==> config.mk <==
export PLATFORM = sky130hd
export DESIGN_NAME = antichain_extract
export DESIGN_NICKNAME = d
export VERILOG_FILES = /design/src/rtl/antichain_pkg.sv /design/src/rtl/antichain_mask.sv /design/src/rtl/antichain_extract.sv
export SDC_FILE = /design/constraint.sdc
export NUM_CORES = 1
export LEC_CHECK = 0
export ABC_AREA = 1
export CAP_MARGIN = 20
export CORE_ASPECT_RATIO = 1.4
export CORE_MARGIN = 3
export CORE_UTILIZATION = 40
export CTS_CLUSTER_SIZE = 14
export DETAILED_ROUTE_END_ITERATION = 6
export GPL_ROUTABILITY_DRIVEN = 1
export MAX_ROUTING_LAYER = met4
export PLACE_DENSITY = 0.67
export SETUP_SLACK_MARGIN = 0.4
export SKIP_LAST_GASP = 1
export SYNTH_ARGS = -nofsm -noshare
export SYNTH_HDL_FRONTEND = slang
export SYNTH_SLANG_ARGS = --single-unit
==> constraint.sdc <==
create_clock -name clk -period 8.8 [get_ports clk]
set_clock_uncertainty 0.2 [all_clocks]
set_input_delay 2.2 -clock clk [delete_from_list [all_inputs] [get_ports clk]]
set_output_delay 2.2 -clock clk [all_outputs]
set_load 0.005 [all_outputs]
==> src/rtl/antichain_pkg.sv <==
// Shared constants, FSM state type and priority-encoder helper for the antichain
// extraction path.
package antichain_pkg;

  localparam int unsigned N_VARS = 7;
  localparam int unsigned FUNC_W = 128;
  localparam int unsigned IDX_W  = 7;

  typedef enum logic [1:0] {
    StIdle = 2'd0,
    StCalc = 2'd1,
    StEmit = 2'd2
  } state_e;

  // Index of the lowest set bit; an all-zero vector maps to 0.
  function automatic logic [IDX_W-1:0] lowest_set_index(input logic [FUNC_W-1:0] vec);
    logic [IDX_W-1:0] idx;
    idx = '0;
    for (int i = FUNC_W - 1; i >= 0; i--) begin
      if (vec[i]) idx = IDX_W'(i);
    end
    return idx;
  endfunction

endpackage

==> src/rtl/antichain_mask.sv <==
// Combinational minimal-element mask of a 7-variable Boolean function, plus a flag
// raised when the function is not upward-closed.
module antichain_mask
  import antichain_pkg::*;
(
  input  logic [FUNC_W-1:0] i_func,
  output logic [FUNC_W-1:0] o_mask,
  output logic              o_not_monotone
);

  logic [IDX_W-1:0] w_nb;

  always_comb begin
    o_mask         = '0;
    o_not_monotone = 1'b0;
    w_nb           = '0;
    for (int i = 0; i < int'(FUNC_W); i++) begin
      o_mask[i] = i_func[i];
      for (int j = 0; j < int'(N_VARS); j++) begin
        w_nb = IDX_W'(i) ^ (IDX_W'(1) << j);
        if (IDX_W'(i) & (IDX_W'(1) << j)) begin
          // A set subset directly below i disqualifies i as minimal.
          o_mask[i] = o_mask[i] & ~i_func[w_nb];
        end else begin
          o_not_monotone = o_not_monotone | (i_func[i] & ~i_func[w_nb]);
        end
      end
    end
  end

endmodule

==> src/rtl/antichain_extract.sv <==
// Accepts one monotone function, then streams its minimal elements lowest-first,
// one beat per accepted handshake.
module antichain_extract
  import antichain_pkg::*;
#(
  parameter int unsigned N_VARS = 7,
  parameter int unsigned FUNC_W = 128
) (
  input  logic              clk,
  input  logic              rst_n,
  input  logic              in_valid,
  output logic              in_ready,
  input  logic [FUNC_W-1:0] in_func,
  output logic              out_valid,
  input  logic              out_ready,
  output logic [N_VARS-1:0] out_index,
  output logic              out_last,
  output logic              out_empty,
  output logic              out_not_monotone
);

  state_e            r_state;
  logic [FUNC_W-1:0] r_func;
  logic [FUNC_W-1:0] r_remaining;
  logic              r_not_mono;

  logic [FUNC_W-1:0] w_mask;
  logic              w_not_mono;
  logic [FUNC_W-1:0] w_rem_cleared;
  logic              w_single;

  antichain_mask u_mask (
    .i_func         (r_func),
    .o_mask         (w_mask),
    .o_not_monotone (w_not_mono)
  );

  // Clearing the lowest set bit; an empty remainder stays empty.
  assign w_rem_cleared = r_remaining & (r_remaining - FUNC_W'(1));
  assign w_single      = (w_rem_cleared == '0);

  assign in_ready         = (r_state == StIdle);
  assign out_valid        = (r_state == StEmit);
  assign out_index        = lowest_set_index(r_remaining);
  assign out_last         = out_valid & w_single;
  assign out_empty        = out_valid & (r_remaining == '0);
  assign out_not_monotone = out_valid & r_not_mono;

  always_ff @(posedge clk or negedge rst_n) begin
    if (!rst_n) begin
      r_state     <= StIdle;
      r_func      <= '0;
      r_remaining <= '0;
      r_not_mono  <= 1'b0;
    end else begin
      case (r_state)
        StIdle: begin
          if (in_valid) begin
            r_func  <= in_func;
            r_state <= StCalc;
          end
        end
        StCalc: begin
          r_remaining <= w_mask;
          r_not_mono  <= w_not_mono;
          r_state     <= StEmit;
        end
        StEmit: begin
          if (out_ready) begin
            r_remaining <= w_rem_cleared;
            if (w_single) r_state <= StIdle;
          end
        end
        default: r_state <= StIdle;
      endcase
    end
  end

endmodule

==> impl_metrics.py <==
metrics = {
    "routing": {
        "vias_per_cell": 6.15,
        "drt-initial-drc-count": 2732,
        "drc_errors": 0,
        "wl_per_cell_um": 26.1,
        "firstDrtPassIters": 5,
        "ant_nets": 0,
        "vias": 20700,
        "wl_um": 87800,
    },
    "finish": {
        "synthToLayoutAreaGrowth_pct": 19.4,
        "nets": 2925,
        "fin_util_pct": 48.7,
        "layout-drive-gt1-share_pct": 8.21,
        "fin_area_um2": 21100,
    },
    "global_routing": {
        "overflow": 0,
        "track_usage_pct": 37.8,
        "grt_first_pass_wirelength_um": 130000,
        "antenna_found_initial": 2,
        "first_global_vias": 20400,
        "grt_max_degree": 119,
    },
    "critical_path": {
        "r2r_end": "r_state[1]",
        "cpPeakStageDelay_ns": 0.39,
        "r2r_cells": 32,
        "r2r_start": "r_remaining[0]",
        "cp.arrival_ns": 7.65,
        "required_ns": 6.40,
        "crit_top_cell": "nand2_1",
        "cp_slowest_cell": "dfrtp_1",
        "cp_top_family": "simple AND/OR/NAND/NOR gates",
        "crit_buf_inv": 2,
        "worst-path-max-fanout": 2,
        "cp-start-kind": "flop",
        "r2r_slack_ns": 3.02,
        "worstSetupPathType": "reg -> out",
        "endpoint_kind": "output port",
    },
    "synthesis": {
        "yosys_warnings": 0,
        "synth_cell_types": 38,
        "async_flop_share_pct": 100,
        "synth.area.top_cells": "dfrtp_1 (37%), nand2_1 (8.8%), inv_1 (8.0%), o21ai_0 (7.8%), nor2_1 (7.5%)",
        "synth_edf_count": 0,
        "synth_sequential_area_ratio_pct": 36.6,
        "syn-instance-count": 2649,
        "yosys_most_used_dff": "dfrtp_1",
        "syn-num-nets": 2781,
        "ys_seq_elements": 259,
        "yosys.area.top_type": "dfrtp_1",
        "netlist_area_um2": 17700,
        "syn_area_per_cell_um2": 6.69,
        "yosysTopAreaCellShare_pct": 36.6,
    },
    "timing": {
        "drv_slew": 0,
        "max-slew-margin-rel_pct": 30.7,
        "period_share_pct": 114,
        "fin_ws_ns": -1.25,
        "worstMarginPinSlew_ns": 1.03,
        "max_freq_mhz": 99.5,
        "setup_viol": 1,
        "period_minus_slack_ns": 10.05,
        "grt_setup_unrepaired": "true",
        "final-hold-violation-count": 0,
    },
    "floorplanning": {
        "die_y_um": 255,
        "die_w_um": 184,
        "die_area_um2": 46900,
        "core_um2": 43500,
        "io-pin-count": 144,
        "rows": 90,
        "start_util_pct": 40.8,
    },
    "clocking": {
        "clock-sinks": 259,
        "cts_max_path_buffers": 3,
        "cts_made_buffers": 29,
        "worstSkewPairLatency_ns": 0.60,
        "root_buffer": "clkbuf_16",
        "cts_tree": "done",
        "htreeDepth": 1,
        "clk_pin_slew_ns": 0.06,
    },
    "run_status": {
        "violations": "setup timing",
        "status": "complete, but fails checks",
    },
    "power_and_ir_drop": {
        "comb_power_share_pct": 54.0,
        "p_sw_share_pct": 54.8,
        "ir_worst_vdd_uv": 280,
        "power_switching_uw": 4810,
        "powerDensity_nw_per_um2": 415,
        "p_int_uw": 3970,
        "pwr-share-clk_pct": 15.4,
        "sequentialPowerShare_pct": 30.6,
        "p_leak_uw": 0.00936,
    },
    "place": {
        "post_dp_cell_area_um2": 20000,
        "dp_hpwl_um": 68000,
        "portBuffers": 143,
        "post-place-ws_ns": -0.962,
        "globalplace.congestion": 1.12,
    },
    "hold_path": {
        "holdCritPathClass": "reg -> reg",
        "min_from": "r_remaining[126]",
        "min_to": "r_remaining[126]",
        "hold_depth": 2,
    },
    "flow_run": {
        "maxCapViolations": 0,
    },
}
==> synthesized netlist by cell type (4+ instances only) <==
master	n
bufinv_8	21
nand2_1	417
a41oi_1	22
o211ai_1	9
o41ai_1	17
clkbuf_1	94
a22oi_1	19
o21ai_0	275
o22ai_1	36
a31oi_1	53
clkinv_1	25
dfrtp_1	259
nor3_1	139
o2111ai_1	10
o21ai_1	66
a21oi_1	98
a2111o_1	4
a2111oi_0	7
o31ai_1	9
nor2_1	356
inv_2	61
nand3_1	85
nand4_1	93
inv_1	378
nor4_1	70
buf_1	10
==> repair_timing <==
action / CTS / global route
resized for setup: 18 / 3
pin swaps: 3 / 1
hold buffers: 0 / 0
endpoints found under the setup margin: 2 / 3
buffers inserted: 2 / 0
hold endpoints to repair: 0 / 0
==> metrics by stage <==
step / hold slack, ns / cells / TNS [ns] / power [uW]
finish: 0.356 / 3369 / -1.25 / 8780
CTS: 0.359 / 3366 / -1.25 / 8560
detailed placement: 0.347 / 3311 / -0.962 / 7190
global placement: 0.341 / 3311 / -1.06 / 7200
floorplan: 0.281 / 2649 / 0 / 5230
global route: 0.385 / 3369 / -2.63 / 9260
==> how the worst max path moves through the flow <==
stage,startpoint,cells past startpoint,slack [ns],endpoint
final,r_remaining[126],128,-1.25,out_index[0]
after global routing,r_remaining[126],128,-2.38,out_index[0]
after CTS,r_remaining[126],128,-1.25,out_index[0]
after detailed placement,r_remaining[126],128,-0.96,out_index[0]
after global placement,r_remaining[126],128,-1.06,out_index[0]
after floorplan,r_remaining[126],127,0.61,out_index[0]
==> cell usage in the layout, fill, tap and decap left out, drive strengths merged, types with 22 or more instances in the layout <==
master	instances
o21ai	341
nor4	70
bufinv	26
o22ai	36
a41oi	22
dfrtp	259
clkbuf	35
buf	76
nor3	139
nand4	93
inv	441
nand3	85
clkinv	31
nor2	356
a31oi	53
nand2	417
clkdlybuf4s50	141
a21oi	99
==> layer usage <==
layer / global-route usage (%) / vias to the layer above / wire length, um
li1: - / 9211 / -
met3: 6.26 / 392 / 7500
met5: - / - / 0
met1: 44.5 / 9723 / 32500
met4: 25.3 / 0 / 7670
met2: 59.5 / 1398 / 40100
==> power groups by stage <==
stage               logic, uW  clock network [uW]  registers (uW)
floorplan                3060                   0            2170
global placement         4570                   0            2630
detailed placement       4550                   0            2630
CTS                      4590                1360            2620
global route             5150                1410            2710
finish                   4740                1350            2690
==> worst reg2reg max path, delay by kind of cell, from the launching register on <==
kind / cells / cell delay (ns)
and+or+nand+nor: 19 / 3.39
AOI/OAI and AO/OA: 2 / 0.36
DFF: 1 / 0.42
buffers and inverters: 11 / 1.32
==> cell families after synthesis <==
group           count (synthesis)  share of synthesized area [%]
simple gates                 1167                           28.7
buf+inv                       589                           14.1
flops                         259                           36.6
compound gates                634                           20.6
==> state kept, by name, indices dropped and copies added, names as in the netlist <==
name	cells
r_func	128
r_remaining	128
r_state	2
r_not_mono	1
==> cell type report <==
type / instances / area [um^2]
fillers: 4512 / 22300
diodes: 2 / 5.00
inverters: 485 / 2120
clock inverters: 18 / 235
multi-input cells: 1801 / 8820
repair buffers: 217 / 2010
well taps: 552 / 691
clock buffers: 35 / 788
flip-flops and latches: 259 / 6480
No activity file was read; power rests on OpenSTA's default activity.
==> variant, RTL diff (config.mk and constraints unchanged) <==
Register the output `out_not_monotone`; this adds one clock of latency there. The other outputs are not delayed to match.
--- a/src/rtl/antichain_extract.sv
+++ b/src/rtl/antichain_extract.sv
@@ -44,7 +44,9 @@
   assign out_index        = lowest_set_index(r_remaining);
   assign out_last         = out_valid & w_single;
   assign out_empty        = out_valid & (r_remaining == '0);
-  assign out_not_monotone = out_valid & r_not_mono;
+  always_ff @(posedge clk) begin
+    out_not_monotone <= out_valid & r_not_mono;
+  end
 
   always_ff @(posedge clk or negedge rst_n) begin
     if (!rst_n) begin
Behaviour: not the same (a bounded check fails within 4 cycles, from zero or initial values and one cycle with rst_n low).
==> variant against the unedited design <==
The flow still finishes with violations (negative setup slack); wire length down 2.3%; non-clock buffer count grew 9; setup slack got worse by 0.021 ns; hold slack worse by 0.057 ns; register-to-register slack barely moved; largest cell class unchanged; cell area rose by 0.21%; combinational power increased by 2%; total power rose by 0.84%; cell count stayed put; utilization rose by 0.35 points; sequential cell count grew 1; area after synthesis decreased by 0.76%.
==> variant: results (changes against the unedited design) <==
[run_status]
outcome = complete, but fails checks  ; unchanged
violations = negative setup slack  ; unchanged

[placed_design]
placed_cells = 3310  ; was 3311
gp_congestion = 1.08  ; was 1.12
placed_cell_area_sq_um = 20000  ; about the same
hpwl_um = 65200  ; was 68000 um

[power]
leakage_nw = 9.56  ; was 9.36 nW
p_int_w = 0.00399  ; was 0.00397 W
irDropWorstVdd_mv = 0.173  ; was 0.280 mV

[cells_and_area]
final_layout_size_suffix_gt1_frac = 0.0643  ; was 0.0821
num_antenna_cells = 0  ; was 2
reg_top3 = r_func x128, r_remaining x128, r_state x2  ; unchanged
fin_nets = 2926  ; was 2925
filler_cell_count = 4495  ; was 4512

[yosys]
synthArstFlopShare = 0.996  ; was 1.00
synth_fp_nets = 2769  ; was 2781
synth_seq_area_share = 0.370  ; was 0.366
synth_area_leaders = dfrtp_1, inv_1, o21ai_0  ; was dfrtp_1, nand2_1, inv_1
syn_inst = 2637  ; was 2649
netlist_top_cells_count = inv_1, nand2_1, nor2_1, o21ai_0, dfrtp_1  ; was nand2_1, inv_1, nor2_1, o21ai_0, dfrtp_1
ys_types = 40  ; was 38
yosysWarnings = 0  ; unchanged

[grt]
antenna_found_initial = 0  ; was 2
grt_start_max_net_pins = 165  ; was 119
grt_pass1_wl_um = 127000  ; was 130000 um
track_usage = 0.371  ; was 0.378

[sta]
finalWorstSetupSlack_ns = -1.28  ; was -1.25 ns
worst_pin_slew_ns = 1.09  ; was 1.03 ns
setup_viol = 2  ; was 1

[routing]
drtPass1Iterations = 6  ; was 5
dr_total_vias = 20349  ; was 20724
wirelength_um = 85800  ; was 87800 um
drt_iter0_drc = 2785  ; was 2732

[variant: power by group through the flow]
stage,clock network (W),registers (W),logic (W)
2_1_floorplan,0,0.00214,0.00302
3_3_place_gp,0,0.00258,0.00462
3_5_place_dp,0,0.00258,0.00460
4_1_cts,0.00137,0.00256,0.00465
5_1_grt,0.00142,0.00265,0.00527
6_report,0.00137,0.00263,0.00485
[variant: cells by family (layout without fill, tap and decap cells)]
| logic type | Yosys count | count (layout) | share of synthesized area |
|---|---|---|---|
| and+or+nand+nor | 1116 | 1116 | 0.276 |
| DFF | 260 | 260 | 0.370 |
| buffers and inverters | 601 | 781 | 0.138 |
| AOI/OAI and AO/OA | 660 | 660 | 0.216 |
[variant: critical path, delay by kind of cell, from the launching register on]
kind	cells	cell delay [ns]
AND/OR/NAND/NOR	125	6.29
flip-flops	1	0.39
buffers and inverters	2	0.20
AO/OA/AOI/OAI	1	0.14
[variant: worst paths after layout]
kind	from	depth (start not counted)	slack [ns]	end
setup reg to reg	r_remaining[1]	37	3.02	r_state[1]
max in group asynchronous	rst_n	2	5.97	r_remaining[27]
hold / removal	r_not_mono	2	0.30	out_not_monotone
min in group asynchronous	rst_n	1	1.28	r_func[110]
hold reg to reg	r_not_mono	2	0.30	out_not_monotone
setup / recovery	r_remaining[126]	128	-1.28	out_index[0]
[variant: per-layer routing]
layer	part of all wire	up-vias	GRT usage
met5	0	-	-
met2	0.45	1322	0.581
li1	-	9158	-
met3	0.084	358	0.0616
met1	0.38	9511	0.446
met4	0.079	0	0.230
[variant: area by class of cell]
type                    instances  area (sq um)  share of cell area
clock buffers                  44           862              0.0407
clock inverters                10           181             0.00856
inverters                     501          2070              0.0976
multi-input cells            1776          8800               0.415
flip-flops and latches        260          6500               0.307
well taps                     552           691              0.0326
repair buffers                226          2090              0.0986
[variant: per-stage QoR]
stage / setup TNS (ns) / utilization / hold slack (ns)
after floorplan: 0 / - / 0.251
after detailed placement: -0.984 / 0.462 / 0.293
final: -1.35 / 0.490 / 0.299
after CTS: -1.51 / 0.486 / 0.308
after global placement: -1.07 / 0.462 / 0.271
after global routing: -3.00 / 0.490 / 0.352
[variant: what timing repair did]
action | 4_1_cts | 5_1_grt
endpoints found under the hold margin | 0 | 0
setup endpoints to repair | 3 | 3
pin swaps | 2 | 5
hold buffers | 0 | 0
gates resized for setup | 18 | 28
setup buffers | 0 | 4
